`config.mk`:
```
export PLATFORM = sky130hd
export DESIGN_NAME = vga_timing_monitor
export DESIGN_NICKNAME = d
export VERILOG_FILES = /design/src/rtl/vga_timing_monitor.sv
export SDC_FILE = /design/constraint.sdc
export NUM_CORES = 1
export LEC_CHECK = 0
export BUFFER_PORTS_ARGS = -buffer_cell sky130_fd_sc_hd__buf_2
export CAP_MARGIN = 25
export CELL_PAD_IN_SITES_DETAIL_PLACEMENT = 1
export CELL_PAD_IN_SITES_GLOBAL_PLACEMENT = 2
export CORE_MARGIN = 3
export CORE_UTILIZATION = 38
export DETAILED_ROUTE_END_ITERATION = 16
export PLACE_DENSITY = 0.83
export SKIP_LAST_GASP = 1
export SYNTH_ARGS = -nofsm -noshare
export SYNTH_HDL_FRONTEND = slang
export SYNTH_SLANG_ARGS = --single-unit
```
`constraint.sdc`:
```
create_clock -name pixel_clk -period 3.6 [get_ports pixel_clk]
set_clock_uncertainty 0.2 [all_clocks]
set_input_delay 0.18 -clock pixel_clk [delete_from_list [all_inputs] [get_ports pixel_clk]]
set_output_delay 0.18 -clock pixel_clk [all_outputs]
set_load 0.05 [all_outputs]
```
`src/rtl/vga_timing_monitor.sv`:
```
// Passive checker for a VGA output path: measures line/frame geometry and a
// per-frame pixel checksum, then reports lock status and sticky error flags.
module vga_timing_monitor #(
  parameter int H_TOTAL  = 800,
  parameter int H_ACTIVE = 640,
  parameter int V_TOTAL  = 525,
  parameter int V_ACTIVE = 480,
  parameter bit HS_POL   = 1'b0,
  parameter bit VS_POL   = 1'b0
) (
  input  logic        pixel_clk,
  input  logic        sys_rst_n,
  input  logic        video_de,
  input  logic        video_hs,
  input  logic        video_vs,
  input  logic [5:0]  video_rgb,
  output logic        frame_done,
  output logic [11:0] meas_htotal,
  output logic [11:0] meas_hactive,
  output logic [11:0] meas_vtotal,
  output logic [11:0] meas_vactive,
  output logic [15:0] frame_sum,
  output logic        locked,
  output logic [3:0]  err_flags
);

  localparam logic [11:0] HTOT = 12'(H_TOTAL);
  localparam logic [11:0] HACT = 12'(H_ACTIVE);
  localparam logic [11:0] VTOT = 12'(V_TOTAL);
  localparam logic [11:0] VACT = 12'(V_ACTIVE);

  typedef enum logic [1:0] {SEEK, MEASURE, LOCKED} state_t;

  function automatic logic [11:0] sat_inc(input logic [11:0] v, input logic en);
    return (en && (v != 12'hFFF)) ? v + 12'd1 : v;
  endfunction

  state_t      state_q;
  logic        de_q, hs_q, vs_q, hs_dly_q, vs_dly_q;
  logic [5:0]  rgb_q;
  logic [11:0] cyc_q, de_cnt_q, line_cnt_q, vact_cnt_q, last_len_q, last_hact_q;
  logic [15:0] sum_q;
  logic        first_line_q, frame_bad_q;
  logic        frame_done_q, locked_q;
  logic [11:0] meas_htotal_q, meas_hactive_q, meas_vtotal_q, meas_vactive_q;
  logic [15:0] frame_sum_q;
  logic [3:0]  err_q;

  logic        hs_edge, vs_edge, measuring, line_active, line_err0, line_err1, frame_ok;
  logic [11:0] de_line, line_cnt_d, vact_cnt_d, last_len_d, last_hact_d;
  logic [15:0] sum_d;

  // The *_d values fold in the current cycle, so a line or pixel coinciding
  // with a vs edge is credited to the frame being closed.
  // NOTE: every signal below is assigned on every pass, so no latch can be inferred.
  always_comb begin
    hs_edge     = (hs_q == HS_POL) && (hs_dly_q != HS_POL);
    vs_edge     = (vs_q == VS_POL) && (vs_dly_q != VS_POL);
    measuring   = (state_q != SEEK);
    de_line     = sat_inc(de_cnt_q, de_q);
    line_active = hs_edge && (de_line != 12'd0);
    line_err0   = hs_edge && measuring && !first_line_q && (cyc_q != HTOT);
    line_err1   = line_active && measuring && (de_line != HACT);
    line_cnt_d  = sat_inc(line_cnt_q, hs_edge);
    vact_cnt_d  = sat_inc(vact_cnt_q, line_active);
    last_len_d  = hs_edge ? cyc_q : last_len_q;
    last_hact_d = line_active ? de_line : last_hact_q;
    sum_d       = sum_q + (de_q ? {10'd0, rgb_q} : 16'd0);
    frame_ok    = !frame_bad_q && !line_err0 && !line_err1 &&
                  (line_cnt_d == VTOT) && (vact_cnt_d == VACT) &&
                  (last_len_d == HTOT) && (last_hact_d == HACT);
  end

  // NOTE: non-blocking assignments so every flop samples pre-edge values.
  always_ff @(posedge pixel_clk or negedge sys_rst_n) begin
    if (!sys_rst_n) begin
      state_q        <= SEEK;
      de_q           <= 1'b0;
      rgb_q          <= 6'd0;
      hs_q           <= ~HS_POL;
      hs_dly_q       <= ~HS_POL;
      vs_q           <= ~VS_POL;
      vs_dly_q       <= ~VS_POL;
      cyc_q          <= 12'd0;
      de_cnt_q       <= 12'd0;
      line_cnt_q     <= 12'd0;
      vact_cnt_q     <= 12'd0;
      last_len_q     <= 12'd0;
      last_hact_q    <= 12'd0;
      sum_q          <= 16'd0;
      first_line_q   <= 1'b0;
      frame_bad_q    <= 1'b0;
      frame_done_q   <= 1'b0;
      locked_q       <= 1'b0;
      meas_htotal_q  <= 12'd0;
      meas_hactive_q <= 12'd0;
      meas_vtotal_q  <= 12'd0;
      meas_vactive_q <= 12'd0;
      frame_sum_q    <= 16'd0;
      err_q          <= 4'd0;
    end else begin
      de_q     <= video_de;
      hs_q     <= video_hs;
      vs_q     <= video_vs;
      rgb_q    <= video_rgb;
      hs_dly_q <= hs_q;
      vs_dly_q <= vs_q;

      // Restarting at 1 makes the next latched value equal the edge-to-edge distance.
      cyc_q    <= hs_edge ? 12'd1 : sat_inc(cyc_q, 1'b1);
      de_cnt_q <= hs_edge ? 12'd0 : de_line;

      if (vs_edge) begin
        line_cnt_q  <= 12'd0;
        vact_cnt_q  <= 12'd0;
        last_len_q  <= 12'd0;
        last_hact_q <= 12'd0;
        sum_q       <= 16'd0;
        frame_bad_q <= 1'b0;
      end else begin
        line_cnt_q  <= line_cnt_d;
        vact_cnt_q  <= vact_cnt_d;
        last_len_q  <= last_len_d;
        last_hact_q <= last_hact_d;
        sum_q       <= sum_d;
        frame_bad_q <= frame_bad_q | line_err0 | line_err1;
      end

      err_q[0]     <= err_q[0] | line_err0;
      err_q[1]     <= err_q[1] | line_err1;
      frame_done_q <= 1'b0;

      case (state_q)
        SEEK: begin
          first_line_q <= 1'b1;
          if (vs_edge) state_q <= MEASURE;
        end
        MEASURE, LOCKED: begin
          if (hs_edge) first_line_q <= 1'b0;
          if (vs_edge) begin
            frame_done_q   <= 1'b1;
            meas_htotal_q  <= last_len_d;
            meas_hactive_q <= last_hact_d;
            meas_vtotal_q  <= line_cnt_d;
            meas_vactive_q <= vact_cnt_d;
            frame_sum_q    <= sum_d;
            locked_q       <= frame_ok;
            err_q[2]       <= err_q[2] | (line_cnt_d != VTOT);
            err_q[3]       <= err_q[3] | (vact_cnt_d != VACT);
            state_q        <= frame_ok ? LOCKED : MEASURE;
          end
        end
        default: state_q <= SEEK;
      endcase
    end
  end

  assign frame_done   = frame_done_q;
  assign meas_htotal  = meas_htotal_q;
  assign meas_hactive = meas_hactive_q;
  assign meas_vtotal  = meas_vtotal_q;
  assign meas_vactive = meas_vactive_q;
  assign frame_sum    = frame_sum_q;
  assign locked       = locked_q;
  assign err_flags    = err_q;

endmodule

```
==> reports/results.ini <==
[clock_network]
cts.reportedPaths.clkPinSlew_ps=70
cts_made_buffers=17
cts-root-buf=clkbuf_16
tritoncts=yes
insertion_delay_of_the_later_clocked_pin_in_the_worst_skew_pair_ps=430
cts_num_sinks=173
clock_tree.buffer_depth=2
clock_tree.htree_level_count=4
postCtsSetupRepairBufs=0

[sta]
setup-violations-final=0
rsz0062_at_grt=false
layout_worst_path_cycle_share=0.9441
final.setup.tns_ps=0
drv_slew=0
worst-slew-pin-transition_ps=776.6
hold_viol=0
post-route-min-period_ps=3399
max_clock_freq_mhz=294.2
worst_slew_margin_rel=0.4823

[setup_path]
startpoint_type=flip-flop
setup.worst_path.class=reg -> reg
required_time_worst_endpoint_ps=3700
reg2reg_depth=10
timing.critical_path.cells=ha_2 -> nand4_2 -> o211a_4 -> and4_4 -> xnor2_2 -> a41o_2 -> or4_1 -> o311a_2 -> a2111oi_4 -> a21oi_1
cp.arrival_ps=3500
endpoint_kind=flip-flop
timing.rr.end=state_q[0]
crit_path_max_incr_delay_ps=510
crit_slowest_cell=or4_1
regToRegSetupSlack_ps=200
crit_path_max_fanout=7
crit_path_start=de_cnt_q[0]
launch_point_of_the_worst_reg_to_reg_path=de_cnt_q[0]

[pwr]
vdd_ir_drop_max_mv=0.2995
leakagePower_nw=4.444
power-per-cell-area_mw_per_mm2=601.0

[global_routing]
maximum_number_of_pins_on_one_net_before_global_route_repair=87
grt_pass1_wl_mm=32.88
globalRouteTotalUtil=0.1832
first_global_vias=6225
initial_antenna_violation_count=0
grt_overflow=0

[floorplanning]
die-height_um=150.0
die_area_mm2=0.02249
placement_rows=52
design.core.area_mm2=0.02030
die_w_um=150.0
io_pins=81
initial_utilization=0.3880

[drt]
route.final.wire_length_mm=19.99
drt_iter0_drc=353
detailroute.via_count=6104
post_drt_via_cell_ratio=5.303
wl_per_cell_um=17.36
drt_drc_violations_left=0
drt-pass1-iter-count=4
drt.antenna.violating_nets=0

[logic_synthesis]
distinct_cell_type_count_of_the_synthesized_netlist=70
synth.cell_area_mm2=0.007876
postSynth.asyncResetShare=1.000
yosys.area.top_type=dfrtp_1
yosysWarningCount=0
synth_area_leaders=dfrtp_1, nor2_1, nand2_1
syn-mean-instance-area_um2=10.03
fraction_of_the_yosys_area_taken_by_sequential_cells=0.5503
dominantRegCellSynth=dfrtp_1
netlist_instances=785
synthesis.nets=810
synth.ff_latch_count=173
post-synth-top-area-fraction=0.5369
synth-edff-count=0

[placement]
placed_area_mm2=0.008587
gp_congestion=0.8711
buffer_ports.inserted=80
half_perimeter_wire_length_after_detailed_placement_mm=14.00

[final_layout]
mostFrequentLayoutCells=dfrtp_1, nor2_1, nand2_1
final_common_cell=dfrtp_1
final_layout_size_suffix_gt1_frac=0.1703
finalNetCount=893
area_growth_syn_to_layout_pct=18.16
diodes=0
postLayoutCellArea_mm2=0.009306

[min_path]
worst_hold_path_type=in -> async

[job]
max_cap_violations=0

[outcome]
run_status=completed

metal layers:
layer,GRT usage,vias up,wire length [um]
met5,0,-,0
met2,0.2917,114,9519
met3,0.02695,23,729
li1,-,2886,-
met4,0.06725,0,328
met1,0.2550,3081,9410
worst max-delay path by stage:
stage / end / slack (ps) / cells after the start
after floorplan: state_q[0] / 490 / 11
after global routing: state_q[0] / 2 / 11
after detailed placement: state_q[0] / 130 / 10
after CTS: state_q[0] / 120 / 10
after global placement: state_q[0] / 300 / 10
final: state_q[0] / 200 / 10
metrics by stage:
step / utilization / power (W) / setup WS [ps] / hold slack [ps] / instances
6_report: 0.4585 / 0.005593 / 201.2 / 32.65 / 1151
5_1_grt: 0.4585 / 0.005889 / 1.870 / 77.39 / 1151
4_1_cts: 0.4577 / 0.005653 / 116.3 / 46.53 / 1151
3_5_place_dp: 0.4230 / 0.003735 / 129.2 / -72.95 / 1109
3_3_place_gp: 0.4230 / 0.003670 / 303.2 / -79.21 / 1109
2_1_floorplan: - / 0.003324 / 487.4 / -315.6 / 785
where the power goes:
group          total (W)  internal (W)  switching (W)
sequential       0.00237       0.00218       0.000190
clock            0.00189       0.00108       0.000816
combinational    0.00133      0.000391       0.000938
total            0.00559       0.00365        0.00194
Yosys cell counts, types with 2 or more instances:
| master | number |
|---|---|
| inv_1 | 16 |
| nor3b_1 | 4 |
| and2_1 | 14 |
| a2111oi_0 | 3 |
| buf_1 | 7 |
| dfstp_2 | 4 |
| a21oi_1 | 16 |
| nand4_1 | 20 |
| mux2i_1 | 20 |
| ha_1 | 13 |
| xor2_1 | 23 |
| clkbuf_1 | 27 |
| buf_2 | 3 |
| nand3_1 | 26 |
| nand2b_1 | 6 |
| dfrtp_1 | 169 |
| o21ai_0 | 62 |
| xnor2_1 | 20 |
| o22ai_1 | 2 |
| o21ai_1 | 13 |
| nand2_1 | 92 |
| and4_1 | 6 |
| nor2_1 | 109 |
| nor4_1 | 4 |
| a21o_1 | 9 |
| a311oi_1 | 2 |
| mux2_2 | 2 |
| o311ai_0 | 2 |
| a31oi_1 | 8 |
| o21bai_1 | 5 |
| nor3_1 | 15 |
| and3_1 | 16 |
| or4_1 | 2 |
| or3_1 | 3 |
| nor4b_1 | 3 |
| nor2b_1 | 5 |
flip-flops by register name (all words and copies together) (netlist names), 2 cells and up:
signal        flops
cyc_q            12
de_cnt_q         12
err_flags         4
frame_sum        16
last_hact_q      12
last_len_q       12
line_cnt_q       12
meas_hactive     12
meas_htotal      12
meas_vactive     12
meas_vtotal      12
rgb_q             6
state_q           2
sum_q            16
vact_cnt_q       12
repair_timing:
| item | CTS | global route |
|---|---|---|
| endpoints found under the setup margin | 0 | 4 |
| endpoints found under the hold margin | 135 | 0 |
| hold buffers | 10 | 0 |
| resized for setup | 0 | 7 |
layout make-up:
class	count	area [um^2]
Clock buffer	20	456.7
Clock inverter	12	147.6
Fill cell	2304	10990
Inverter	16	60.06
Multi-Input combinational cell	557	3353
Sequential cell	173	4334
Tap cell	270	337.8
Timing Repair Buffer	103	616.8
worst max-delay path, delay by kind of cell, from the launching register on:
kind | cells | cell delay (ps)
AO/OA/AOI/OAI | 5 | 1230
XOR/XNOR | 1 | 190
adder cells (fa/ha/maj) | 1 | 260
flip-flops | 1 | 460
AND/OR/NAND/NOR | 3 | 930
cell families (layout without fill, tap and decap cells):
group,after synthesis,after routing,synth area share
simple gates,334,334,0.2040
flops,173,173,0.5503
compound gates,143,143,0.1163
buf+inv,55,151,0.02812
xor+xnor,44,44,0.04988
mux,22,22,0.02828
fa+ha+maj,14,14,0.02319
Note: power is estimated with default switching activity, not from simulation.
